--- config.mk ---
export PLATFORM = sky130hd
export DESIGN_NAME = ysyx_24110015_mem_arbiter
export DESIGN_NICKNAME = d
export VERILOG_FILES = /design/src/rtl/ysyx_24110015_mem_pkg.sv /design/src/rtl/ysyx_24110015_arb_pick.sv /design/src/rtl/ysyx_24110015_mem_arbiter.sv
export SDC_FILE = /design/constraint.sdc
export NUM_CORES = 1
export LEC_CHECK = 0
export ABC_AREA = 1
export CELL_PAD_IN_SITES_DETAIL_PLACEMENT = 0
export CELL_PAD_IN_SITES_GLOBAL_PLACEMENT = 1
export CORE_UTILIZATION = 28
export CTS_CLUSTER_DIAMETER = 40
export DETAILED_ROUTE_END_ITERATION = 7
export PLACE_DENSITY_LB_ADDON = 0.1
export SYNTH_ARGS = -nofsm -noshare
export SYNTH_HDL_FRONTEND = slang
export SYNTH_SLANG_ARGS = --single-unit
--- constraint.sdc ---
create_clock -name clk -period 2.9 [get_ports clk]
set_clock_uncertainty 0.15 [all_clocks]
set_input_delay 0.29 -clock clk [delete_from_list [all_inputs] [get_ports clk]]
set_output_delay 0.29 -clock clk [all_outputs]
set_load 0.02 [all_outputs]
--- src/rtl/ysyx_24110015_mem_pkg.sv ---
// ysyx_24110015_mem_pkg: shared state/owner types and default widths for the memory arbiter.
package ysyx_24110015_mem_pkg;
   localparam int ADDR_W_DEF = 32;
   localparam int DATA_W_DEF = 32;
   typedef enum logic [1:0] {IDLE, REQ, WAIT} state_t;
   typedef enum logic {IFU, LSU} owner_t;
endpackage

--- src/rtl/ysyx_24110015_arb_pick.sv ---
// ysyx_24110015_arb_pick: chooses between IFU and LSU requests.
// Round-robin when YSYX_24110015_ARB_RR_EN is defined, otherwise LSU has fixed priority.
module ysyx_24110015_arb_pick
   import ysyx_24110015_mem_pkg::*;
(
`ifdef YSYX_24110015_ARB_RR_EN
   input  logic clk,
   input  logic rst,
   input  logic i_hs,
`endif
   input  logic i_ifu_valid,
   input  logic i_lsu_valid,
   output logic o_lsu_win
);
`ifdef YSYX_24110015_ARB_RR_EN
   owner_t r_fav;
   // favour whoever was not granted last
   always_ff @(posedge clk or negedge rst)
      if (!rst) r_fav <= LSU;
      else if (i_hs) r_fav <= o_lsu_win ? IFU : LSU;
   assign o_lsu_win = i_lsu_valid && (!i_ifu_valid || r_fav == LSU);
`else
   assign o_lsu_win = i_lsu_valid;
`endif
endmodule

--- src/rtl/ysyx_24110015_mem_arbiter.sv ---
// ysyx_24110015_mem_arbiter: shares one memory port between IFU and LSU, one transaction in flight,
// with WAIT timeout. YSYX_24110015_ARB_RR_EN selects round-robin arbitration.
module ysyx_24110015_mem_arbiter
   import ysyx_24110015_mem_pkg::*;
#(
   parameter int ADDR_W  = ADDR_W_DEF,
   parameter int DATA_W  = DATA_W_DEF,
   parameter int TIMEOUT = 255
) (
   input  logic              clk,
   input  logic              rst,
   input  logic              ifu_req_valid,
   output logic              ifu_req_ready,
   input  logic [ADDR_W-1:0] ifu_addr,
   output logic              ifu_rsp_valid,
   output logic [DATA_W-1:0] ifu_rdata,
   input  logic              lsu_req_valid,
   output logic              lsu_req_ready,
   input  logic [ADDR_W-1:0] lsu_addr,
   input  logic              lsu_wen,
   input  logic [DATA_W-1:0] lsu_wdata,
   input  logic [DATA_W/8-1:0] lsu_wmask,
   output logic              lsu_rsp_valid,
   output logic [DATA_W-1:0] lsu_rdata,
   output logic              mem_req_valid,
   input  logic              mem_req_ready,
   output logic [ADDR_W-1:0] mem_addr,
   output logic              mem_wen,
   output logic [DATA_W-1:0] mem_wdata,
   output logic [DATA_W/8-1:0] mem_wmask,
   input  logic              mem_rsp_valid,
   input  logic [DATA_W-1:0] mem_rdata,
   output logic              rsp_err,
   output logic              busy
);
   localparam int CW = $clog2(TIMEOUT + 2);
   state_t              r_state, w_state_nxt;
   owner_t              r_owner;
   logic [ADDR_W-1:0]   r_addr;
   logic                r_wen;
   logic [DATA_W-1:0]   r_wdata;
   logic [DATA_W/8-1:0] r_wmask;
   logic [CW-1:0]       r_cnt;
   logic w_lsu_win, w_idle, w_hs, w_rsp, w_to, w_done;
   logic [DATA_W-1:0]   w_rdata;

   ysyx_24110015_arb_pick u_pick (
`ifdef YSYX_24110015_ARB_RR_EN
      .clk        (clk),
      .rst        (rst),
      .i_hs       (w_hs),
`endif
      .i_ifu_valid(ifu_req_valid),
      .i_lsu_valid(lsu_req_valid),
      .o_lsu_win  (w_lsu_win)
   );

   assign w_idle        = r_state == IDLE;
   assign lsu_req_ready = w_idle && w_lsu_win;
   assign ifu_req_ready = w_idle && ifu_req_valid && !w_lsu_win;
   assign w_hs          = lsu_req_ready || ifu_req_ready;
   // a response arriving on the timeout cycle wins over the timeout
   assign w_rsp  = r_state == WAIT && mem_rsp_valid;
   assign w_to   = r_state == WAIT && !mem_rsp_valid && TIMEOUT > 0 && r_cnt == CW'(TIMEOUT - 1);
   assign w_done = w_rsp || w_to;
   assign w_rdata = w_rsp ? mem_rdata : '0;

   assign ifu_rsp_valid = w_done && r_owner == IFU;
   assign lsu_rsp_valid = w_done && r_owner == LSU;
   assign ifu_rdata     = ifu_rsp_valid ? w_rdata : '0;
   assign lsu_rdata     = lsu_rsp_valid ? w_rdata : '0;
   assign rsp_err       = w_to;
   assign mem_req_valid = r_state == REQ;
   assign mem_addr      = r_addr;
   assign mem_wen       = r_wen;
   assign mem_wdata     = r_wdata;
   assign mem_wmask     = r_wmask;
   assign busy          = !w_idle;

   always_comb begin
      w_state_nxt = r_state;
      if (w_idle && w_hs) w_state_nxt = REQ;
      else if (r_state == REQ && mem_req_ready) w_state_nxt = WAIT;
      else if (w_done) w_state_nxt = IDLE;
   end

   always_ff @(posedge clk or negedge rst) begin
      if (!rst) begin
         r_state <= IDLE;
         r_owner <= IFU;
         r_addr  <= '0;
         r_wen   <= 1'b0;
         r_wdata <= '0;
         r_wmask <= '0;
         r_cnt   <= '0;
      end else begin
         r_state <= w_state_nxt;
         r_cnt   <= (r_state == WAIT) ? r_cnt + CW'(1) : '0;
         if (w_hs) begin
            r_owner <= w_lsu_win ? LSU : IFU;
            r_addr  <= w_lsu_win ? lsu_addr : ifu_addr;
            r_wen   <= w_lsu_win && lsu_wen;
            r_wdata <= w_lsu_win ? lsu_wdata : '0;
            r_wmask <= w_lsu_win ? lsu_wmask : '0;
         end
      end
   end
endmodule
After elaboration in Yosys (flattened, before gate mapping):

Index checks and enable logic that the tools add are counted.

* bits in registers: 81
* output and inout port bits: 140
* logic and storage cells: 41

* add/subtract/negate cells: 1
* equal/unequal tests: 3
* mux-type cells: 11
* bitwise gates (word level): 1
* reduce and logical (&&, ||, !) cells: 18

Operators with widths (count)
* $mux 32: 5
* $logic_and 1x1->1: 11
* $add 9x1->9 const B: 1
* $eq 9x8->1 const B: 1
* $mux 9: 1
* $mux 2: 3
* $mux 4: 1
* $logic_not 1->1: 3
* $reduce_bool 3->1: 1
* $eq 2x1->1 const B: 1
* $eq 2x2->1 const B: 1
* $logic_not 2->1: 1
* $logic_or 1x1->1: 2
* $mux 1: 1
* $not 1->1: 1

Logic depth before layout (Yosys ltp):

Gate-level depths: netlist (run 1).

* word-level depth: 7
* mapped depth: 7
* depth with buffers taken out: 7

Cells and area by module:

From an unflattened synthesis (run 1), not the netlist that was laid out.

* cell total of the unflattened synthesis: 554
* area, all modules: 4536.9 um^2

By module, submodules not included
* ysyx_24110015_mem_arbiter: times used 1, cells an instance 553, area an instance 4529.3 um^2, seq. area each 2026.9 um^2
* ysyx_24110015_arb_pick: times used 1, cells an instance 1, area an instance 7.5 um^2, seq. area each 0.0 um^2

Worst setup path before layout (run 1):

No wires, ideal clock.

* kind: register to output
* start point: reg r_state[0]
* end point: out rsp_err
* data arrival time: 1.366 ns
* path slack: 1.094 ns
* cell stages (with the launch flop): 6
* buffers on the path: 0
* cells stage by stage: dfrtp_1 -> inv_1 -> nand2_4 -> inv_1 -> nand3_1 -> nor3b_1

* word-level cells in the longest chain between the ends: 3

RTL lines
* start, declared: line ysyx_24110015_mem_arbiter.sv:37 `state_t r_state, w_state_nxt;`
* start signal, assigned: line ysyx_24110015_mem_arbiter.sv:97 `r_state <= w_state_nxt;`
* $eq 2x2->1: line ysyx_24110015_mem_arbiter.sv:64 `assign w_to = r_state == WAIT && !mem_rsp_valid && TIMEOUT > 0 && r_cnt == CW'(TIMEOUT - 1);`
* $logic_and 1x1->1 (2 in series): line ysyx_24110015_mem_arbiter.sv:64
* end, declared: line ysyx_24110015_mem_arbiter.sv:33 `output logic rsp_err,`

No other way between the ends.

Worst setup path in the final report (run 1):

* start point: reg r_state[0]
* end point: out ifu_rdata[0]

* word-level cells in the longest chain between the ends: 6

RTL lines
* $eq 2x2->1 *: line ysyx_24110015_mem_arbiter.sv:63, ysyx_24110015_mem_arbiter.sv:64
* $logic_and 1x1->1 (2 in series): line ysyx_24110015_mem_arbiter.sv:64
* $logic_or 1x1->1: line ysyx_24110015_mem_arbiter.sv:65 `assign w_done = w_rsp || w_to;`
* $logic_and 1x1->1: line ysyx_24110015_mem_arbiter.sv:68 `assign ifu_rsp_valid = w_done && r_owner == IFU;`
* $mux 32 *: line ysyx_24110015_mem_arbiter.sv:70 `assign ifu_rdata = ifu_rsp_valid ? w_rdata : '0;`
* end, declared: line ysyx_24110015_mem_arbiter.sv:16 `output logic [DATA_W-1:0] ifu_rdata,`

Mark *: on every way between the ends. The rest lies on a longest branch, timed or not.

==> impl_metrics.json, run 1 <==
{
  "hpwl_mm": 10.6,
  "p_leak_nw": 3.63,
  "drc": 0,
  "htreeDepth": 3,
  "postSynthAreaPerCell_um2": 8.19,
  "place_congestion": 0.756,
  "groute.usage.overall": 0.171,
  "setup_viol": 0,
  "path_class": "flip-flop to primary output",
  "num_vias": 4372,
  "drive_gt1_frac": 0.148,
  "timing.hold.ws_ns": -0.0148,
  "ys_types": 25,
  "path_max_fanout": 21,
  "slew-limit-headroom": 0.293,
  "clockBufferDepth": 2,
  "grt_pass1_vias": 4199,
  "die-height_um": 129,
  "wire_per_inst_um": 13.7,
  "synth_top_area_frac": 0.448,
  "yosys.area.top_type": "dfrtp_1",
  "r2r_cells": 5,
  "portBuffers": 278,
  "seq_area_frac_synth": 0.448,
  "clkLatencyLatePin_ns": 0.33,
  "post_cts_resize_count": 0,
  "arrival_ns": 2.20,
  "clk_pin_slew_ns": 0.07,
  "cp_data_required_time_ns": 2.46,
  "cts_hold_buf": 0,
  "cap_viol_max_count": 0,
  "coreArea_mm2": 0.0158,
  "grt-ovfl-total": 0,
  "status": "finished with violations",
  "synth-seq-cells": 81,
  "row_count": 46,
  "cp-start-kind": "flip-flop",
  "io_pins": 279,
  "synth_area_leaders": "dfrtp_1 45%, nand2_1 18%, nor2_2 8.3%",
  "fin_nets": 958,
  "ant_nets": 0,
  "drt_iter0_markers": 181,
  "grt_first_pass_wirelength_mm": 22.2,
  "drt_first_pass_iters": 4,
  "cts_buffers": 9,
  "p_per_area_mw_per_mm2": 807,
  "routed_wl_mm": 14.3,
  "postCtsSetupRepairBufs": 0,
  "rrSetupSlack_ns": 0.94,
  "syn_nets": 694,
  "grt_max_degree": 82,
  "yosysWarnings": 0,
  "syn_area_mm2": 0.00453,
  "utilization": 0.485,
  "dp_cells": 1022,
  "rsz0062_at_grt": "no",
  "holdCritPathClass": "primary input to asynchronous set/reset pin",
  "antenna_found_initial": 1,
  "slew_violations": 0,
  "fin_setup_tns_ns": 0,
  "fmax_mhz": 379,
  "cts_root_buf": "clkbuf_16",
  "die_w_um": 129,
  "areaGrowthSynthToFinish_pct": 69.4,
  "hold_violations": 7,
  "finalCriticalPeriod_ns": 2.64,
  "period_share": 0.909,
  "fin_cells": 1039,
  "end_kind": "primary output",
  "failed_checks": "negative hold slack",
  "design.die.area_mm2": 0.0167,
  "cts.sinks": 81,
  "viasPerCell": 4.21,
  "cts_tree": "done",
  "synthCells": 553,
  "worst_slew_pin_slew_ns": 1.06,
  "start_util": 0.286,
  "ir_worst_vdd_uv": 352
}
cell usage after synthesis:
master    instances
o21ai_0           5
nor3b_1           1
o211ai_1         32
ha_1              2
buf_12            3
nor2_4            1
inv_2             1
nand2_2           2
nand2_1         222
a21oi_1           8
inv_1            44
clkbuf_1          3
nand3_1           8
buf_6             7
nor2_1           19
buf_4             7
inv_6             1
nor2_2           60
dfrtp_1          81
nand2_4          32
buf_1             4
buf_2             7
and3_1            1
nor2_8            1
clkinv_1          1
stage by stage:
stage	cell area (um2)	setup slack [ns]	total power [W]
2_1_floorplan	4530	1.09	0.00374
3_3_place_gp	7390	0.345	0.00516
3_5_place_dp	7390	0.340	0.00519
4_1_cts	7670	0.188	0.00630
5_1_grt	7670	0.117	0.00662
6_report	7670	0.265	0.00620
logic make-up (layout without fill, tap and decap cells):
logic type      count (synthesis)  after routing  share of synthesized area
compound gates                 45             45                     0.0674
fa+ha+maj                       2              2                    0.00552
buf+inv                        78            347                     0.0959
flops                          81             81                      0.448
other cells                     0              1                          0
simple gates                  347            347                      0.384
critical path: stages, from the launching register on:
cell             delay (ns)
dfrtp_1                0.41
inv_1                  0.14
nand2_4                0.10
nor2_8                 0.13
buf_12                 0.25
nand2_1                0.10
nor2_1                 0.11
clkdlybuf4s50_1        0.61
flip-flops by register name, indices dropped and copies added, names as in the netlist:
| signal | cells |
|---|---|
| mem_wdata | 32 |
| r_state | 2 |
| r_owner | 1 |
| r_cnt | 9 |
| mem_addr | 32 |
| mem_wen | 1 |
| mem_wmask | 4 |
cells in the final DEF (no fill, tap or decap):
master           netlist  routed
inv_2                  1       1
inv_6                  1       3
nand2_1              222     222
nand2_2                2       2
nand2_4               32      32
clkinvlp_4             0       2
inv_1                 44      44
diode_2                0       1
nor2_4                 1       1
nor2_1                19      19
buf_12                 3       2
nor2_8                 1       1
nand3_1                8       8
clkbuf_16              0       9
clkdlybuf4s50_1        0     276
nor2_2                60      60
clkinv_1               1       1
nor3b_1                1       1
buf_4                  7       5
o211ai_1              32      32
a21oi_1                8       8
and3_1                 1       1
dfrtp_1               81      81
clkinv_4               0       2
clkinv_2               0       1
ha_1                   2       2
buf_2                  7       1
o21ai_0                5       5
routing by layer:
metal	GRT usage	vias up	wire, um
met5	0	-	0
met4	0.0574	0	218
met3	0.0623	13	1460
met2	0.291	177	6930
met1	0.200	1969	5660
li1	-	2213	-
worst paths after layout:
path	startpoint	to
setup / recovery	r_state[0]	ifu_rdata[0]
hold / removal	rst	mem_wdata[24]
setup reg to reg	r_state[1]	r_state[0]
hold reg to reg	mem_wdata[8]	mem_wdata[8]
max in group asynchronous	rst	mem_addr[7]
min in group clk	lsu_req_valid	r_owner
report_power, final:
group / switching [W] / leakage, nW / internal, W
Sequential: 0.000249 / 1.04 / 0.00157
Combinational: 0.00190 / 2.46 / 0.00140
Clock: 0.000490 / 0.132 / 0.000588
Total: 0.00264 / 3.63 / 0.00355
layout make-up:
class                           instances  area, um2
Tap cell                              216        270
Clock buffer                            9        225
Multi-Input combinational cell        394       2070
Antenna cell                            1       2.50
Sequential cell                        81       2030
Fill cell                            1517       8150
Clock inverter                          7       55.1
Inverter                               47        181
Timing Repair Buffer                  284       2850
Note: power is estimated with default switching activity, not from simulation.
==> inputs of run 2 (changes only) <==
Settings changed: CTS_BUF_LIST from default to sky130_fd_sc_hd__clkbuf_16.
==> results of run 2 <==
Final layout, timing and power as in run 1 (identical DEF).
